===== src/rtl/fifo_arb_pkg.sv =====
// rtl/fifo_arb_pkg.sv - shared state type and default sizing for the FIFO write arbiter
package fifo_arb_pkg;
  localparam int NUM_REQ_DEF   = 4;
  localparam int MAX_BURST_DEF = 4;
  localparam int ID_W          = $clog2(NUM_REQ_DEF);
  localparam int CNT_W         = $clog2(MAX_BURST_DEF + 1);

  typedef enum logic {
    ARB_IDLE  = 1'b0,
    ARB_GRANT = 1'b1
  } arb_state_e;
endpackage


===== src/rtl/rr_pick.sv =====
// rtl/rr_pick.sv - combinational round-robin picker, first requester after last_id wins
module rr_pick
  import fifo_arb_pkg::*;
#(
  parameter int N  = NUM_REQ_DEF,
  parameter int IW = $clog2(N)
) (
  input  logic [N-1:0]  req,
  input  logic [IW-1:0] last_id,
  output logic          any,
  output logic [IW-1:0] pick_id
);
  assign any = |req;

  // Lowest requester overall is the wrap-around fallback; lowest one above last_id overrides it.
  always_comb begin
    pick_id = '0;
    for (int j = N - 1; j >= 0; j--) begin
      if (req[j]) pick_id = IW'(j);
    end
    for (int j = N - 1; j >= 0; j--) begin
      if (req[j] && (j > int'(last_id))) pick_id = IW'(j);
    end
  end
endmodule


===== src/rtl/fifo_wr_arbiter.sv =====
// rtl/fifo_wr_arbiter.sv - round-robin burst arbiter sharing one FIFO write port among producers
module fifo_wr_arbiter
  import fifo_arb_pkg::*;
#(
  parameter int NUM_REQ   = NUM_REQ_DEF,
  parameter int DATA_W    = 8,
  parameter int MAX_BURST = MAX_BURST_DEF
) (
  input  logic                        clk,
  input  logic                        rst,
  input  logic [NUM_REQ-1:0]          req_valid,
  input  logic [NUM_REQ*DATA_W-1:0]   req_data,
  output logic [NUM_REQ-1:0]          req_ready,
  input  logic                        fifo_full,
  output logic                        fifo_wr,
  output logic [DATA_W-1:0]           fifo_din,
  output logic                        gnt_valid,
  output logic [$clog2(NUM_REQ)-1:0]  gnt_id
);
  localparam int IW = $clog2(NUM_REQ);
  localparam int CW = $clog2(MAX_BURST + 1);
  localparam logic [IW-1:0] LAST_RST = IW'(NUM_REQ - 1);
  localparam logic [CW-1:0] CNT_LAST = CW'(MAX_BURST - 1);

  arb_state_e        state, state_n;
  logic [IW-1:0]     last_id, gnt_n, last_n, pick_id;
  logic [CW-1:0]     beat_cnt, cnt_n;
  logic              any_req, cur_valid, beat;
  logic [DATA_W-1:0] slice [NUM_REQ];

  for (genvar i = 0; i < NUM_REQ; i++) begin : g_slice
    assign slice[i] = req_data[i*DATA_W +: DATA_W];
  end

  rr_pick #(.N(NUM_REQ), .IW(IW)) u_pick (
    .req     (req_valid),
    .last_id (last_id),
    .any     (any_req),
    .pick_id (pick_id)
  );

  assign gnt_valid = (state == ARB_GRANT);
  assign cur_valid = req_valid[gnt_id];
  assign beat      = gnt_valid & cur_valid & ~fifo_full & ~rst;

  always_ff @(posedge clk) begin
    if (rst) begin
      state    <= ARB_IDLE;
      gnt_id   <= '0;
      last_id  <= LAST_RST;
      beat_cnt <= '0;
    end else begin
      state    <= state_n;
      gnt_id   <= gnt_n;
      last_id  <= last_n;
      beat_cnt <= cnt_n;
    end
  end

  // A full FIFO freezes the burst; only a withdrawn valid or the final beat ends it.
  always_comb begin
    state_n = state;
    gnt_n   = gnt_id;
    last_n  = last_id;
    cnt_n   = beat_cnt;
    case (state)
      ARB_IDLE: begin
        if (any_req) begin
          state_n = ARB_GRANT;
          gnt_n   = pick_id;
          cnt_n   = '0;
        end
      end
      ARB_GRANT: begin
        if (!cur_valid || (beat && (beat_cnt == CNT_LAST))) begin
          state_n = ARB_IDLE;
          last_n  = gnt_id;
          cnt_n   = '0;
        end else if (beat) begin
          cnt_n = beat_cnt + CW'(1);
        end
      end
      default: state_n = ARB_IDLE;
    endcase
  end

  always_comb begin
    req_ready = '0;
    fifo_wr   = 1'b0;
    fifo_din  = '0;
    if (gnt_valid && !rst) begin
      req_ready[gnt_id] = ~fifo_full;
      fifo_wr           = beat;
      fifo_din          = slice[gnt_id];
    end
  end
endmodule


===== config.mk =====
export PLATFORM = sky130hd
export DESIGN_NAME = fifo_wr_arbiter
export DESIGN_NICKNAME = d
export VERILOG_FILES = /design/src/rtl/fifo_arb_pkg.sv /design/src/rtl/rr_pick.sv /design/src/rtl/fifo_wr_arbiter.sv
export SDC_FILE = /design/constraint.sdc
export NUM_CORES = 1
export LEC_CHECK = 0
export ABC_AREA = 1
export BUFFER_PORTS_ARGS = -buffer_cell sky130_fd_sc_hd__buf_2
export CORE_ASPECT_RATIO = 0.5
export CORE_MARGIN = 3
export CORE_UTILIZATION = 30
export DETAILED_ROUTE_END_ITERATION = 8
export SETUP_SLACK_MARGIN = 0.2
export SLEW_MARGIN = 10
export SYNTH_ARGS = -nofsm -noshare
export SYNTH_HDL_FRONTEND = slang
export SYNTH_SLANG_ARGS = --single-unit

===== constraint.sdc =====
create_clock -name clk -period 2.02 [get_ports clk]
set_clock_uncertainty 0.2 [all_clocks]
set_input_delay 0.404 -clock clk [delete_from_list [all_inputs] [get_ports clk]]
set_output_delay 0.404 -clock clk [all_outputs]
set_load 0.01 [all_outputs]

==> impl_metrics.py <==
metrics = {
    "setup_path": {
        "cp-end-kind": "output pin",
        "required_ns": 1.42,
        "crit_path_start_kind": "flip-flop",
        "critical_path_peak_fanout": 8,
        "path_class": "flip-flop to output pin",
        "worstPathArrival_ns": 1.24,
    },
    "cts": {
        "clock-sinks": 8,
        "clk_latency_ns": 0.23,
        "cts_buffer_depth": 2,
        "cts_max_level": 1,
        "clkTransAtPathRegs_ns": 0.04,
        "numCtsBuffers": 3,
        "clock-root-buffer": "clkbuf_8",
        "cts_tree": "yes",
    },
    "floorplanning": {
        "die_y_um": 43.5,
        "rows": 12,
        "fp.dieW_um": 80.9,
        "coreArea_um2": 2430,
        "dieArea_um2": 3520,
        "num_io_pins": 55,
        "start_util_pct": 34.6,
    },
    "sta": {
        "rsz0062_at_grt": "yes",
        "fmaxAchievable_mhz": 543,
        "finalSetupTns_ns": 0,
        "slew_viol_final": 0,
        "hold_viol": 0,
        "slew_headroom_pct": 81.7,
        "min_period_ns": 1.84,
        "tightest_slew_ns": 0.273,
        "finalCritPeriodShare_pct": 91.2,
        "setup_violations": 0,
    },
    "drt": {
        "drc_errors": 0,
        "first_iter_violations": 40,
        "routed-via-count": 1221,
        "wire_per_inst_um": 13.2,
        "viasPerCell": 5.09,
        "detail-route-antenna-nets": 0,
        "routed_wl_um": 3160,
        "first_pass_iters": 4,
    },
    "min_path": {
        "hold_class": "input port to flip-flop",
    },
    "finish": {
        "syn_to_final_growth_pct": 73.8,
        "num_antenna_cells": 0,
        "nNetsFinal": 248,
        "drive_above_1_share_pct": 51.7,
        "final_common_cell": "buf_2",
        "final_cell_mix": "buf_2 (54), nand3_1 (31), nand2_1 (28), nor2_1 (12), inv_1 (9)",
        "final_area_um2": 1460,
    },
    "yosys": {
        "synth.area.top_cells": "nand3_1 (22%), dfxtp_1 (19%), nand2_1 (13%)",
        "synth_nets": 184,
        "syn-cell-area_um2": 842,
        "synth-seq-cells": 8,
        "yosys_warnings": 0,
        "synth_top_area_share_pct": 22.0,
        "ys_seq_area_share_pct": 19.0,
        "synth_cells": 143,
        "ys_types": 21,
        "avgSynthCellArea_um2": 5.89,
        "yosysTopAreaCell": "nand3_1",
    },
    "power": {
        "p_leak_uw": 0.000694,
        "vdd_drop_max_mv": 0.425,
        "cellPowerDensity_nw_per_um2": 525,
    },
    "grt": {
        "grt_pass1_vias": 998,
        "grt_overflow": 0,
        "grt_pass1_wl_um": 4290,
        "grt_max_degree": 21,
        "grt_usage_pct": 15.4,
        "antenna_found_initial": 0,
    },
    "placement": {
        "place_hpwl_um": 2180,
        "routabilityCongestion": 0.808,
        "placed_cell_area_um2": 1160,
        "portBuffers": 54,
    },
    "status": {
        "status": "completed",
    },
    "run": {
        "maxCapViolCount": 0,
    },
}
==> synth_stat cells <==
library cell   n
nand4_1        3
nor2_1        12
o21ai_1        1
clkbuf_1       5
inv_2          5
nand3_1       37
nand2_1       29
nor3_1         5
a21oi_1        4
inv_1          9
dfxtp_1        8
nand2_2        4
clkinv_1       3
buf_6          1
nor2_2         1
ha_1           2
buf_1          1
nand2_4        3
buf_4          1
a41oi_1        8
a21oi_2        1
==> path summary, 6_finish.rpt <==
check / from / endpoint / slack [ns] / cells past startpoint
hold reg to reg: last_id[0]$_SDFFE_PP1P_ / last_id[0]$_SDFFE_PP1P_ / 0.29 / 2
setup reg to reg: gnt_id[0]$_SDFFE_PP0P_ / last_id[1]$_SDFFE_PP1P_ / 0.50 / 9
hold / removal: rst / gnt_id[1]$_SDFFE_PP0P_ / 0.18 / 2
setup / recovery: gnt_id[0]$_SDFFE_PP0P_ / fifo_din[4] / 0.18 / 4
==> flip-flops by register name, indices dropped and copies added (netlist names) <==
| signal | count |
|---|---|
| gnt_valid | 1 |
| last_id | 2 |
| gnt_id | 2 |
| beat_cnt | 3 |
==> timing repair <==
item | in CTS | in global routing
gates resized for setup | 13 | 28
endpoints found under the setup margin | 12 | 13
hold buffers | 0 | 0
setup buffers | 3 | 3
pin swaps | 0 | 12
cloned | 0 | 1
==> per-stage QoR <==
step	hold WS [ns]	std cells	util [%]	setup slack, ns	power (uW)
2_1_floorplan	0.252	143	-	0.242	389
3_3_place_gp	0.271	230	47.7	0.235	487
3_5_place_dp	0.278	230	47.7	0.230	489
4_1_cts	0.151	236	52.3	0.173	711
5_1_grt	0.177	240	60.2	0.124	822
6_report	0.180	240	60.2	0.177	769
==> per-layer routing <==
layer / GRT usage, % / vias up / routed length (um)
met4: 4.04 / 0 / 23
li1: - / 613 / -
met3: 4.56 / 2 / 298
met5: 0 / - / 0
met2: 26.8 / 54 / 1500
met1: 18.8 / 552 / 1350
==> cell families (layout without fill, tap and decap cells) <==
logic type                 after synthesis  after routing  synth area share, %
AOI/OAI and AO/OA                       14             14                 12.3
adders and majority gates                2              2                 2.97
buffers and inverters                   25             87                 12.5
DFF                                      8              8                 19.0
and+or+nand+nor                         94             94                 53.2
==> report_power, final <==
part | internal (uW) | switching, uW | leakage, uW
registers | 179 | 26.8 | 0.0000678
clock network | 129 | 60.5 | 0.0000216
logic | 165 | 209 | 0.000605
total | 473 | 296 | 0.000694
==> worst max-delay path, cell delays in order (launching register included) <==
cell and delay [ns]:
dfxtp_4 0.44, clkbuf_16 0.17, nand3_1 0.08, a41oi_2 0.17, buf_2 0.15
==> area by class of cell <==
cell class,instances,area [um2]
Timing Repair Buffer,67,417
Inverter,17,88.8
Tap cell,35,43.8
Fill cell,233,968
Clock buffer,3,41.3
Multi-Input combinational cell,110,702
Sequential cell,8,171
(Power assumes the default switching activity.)
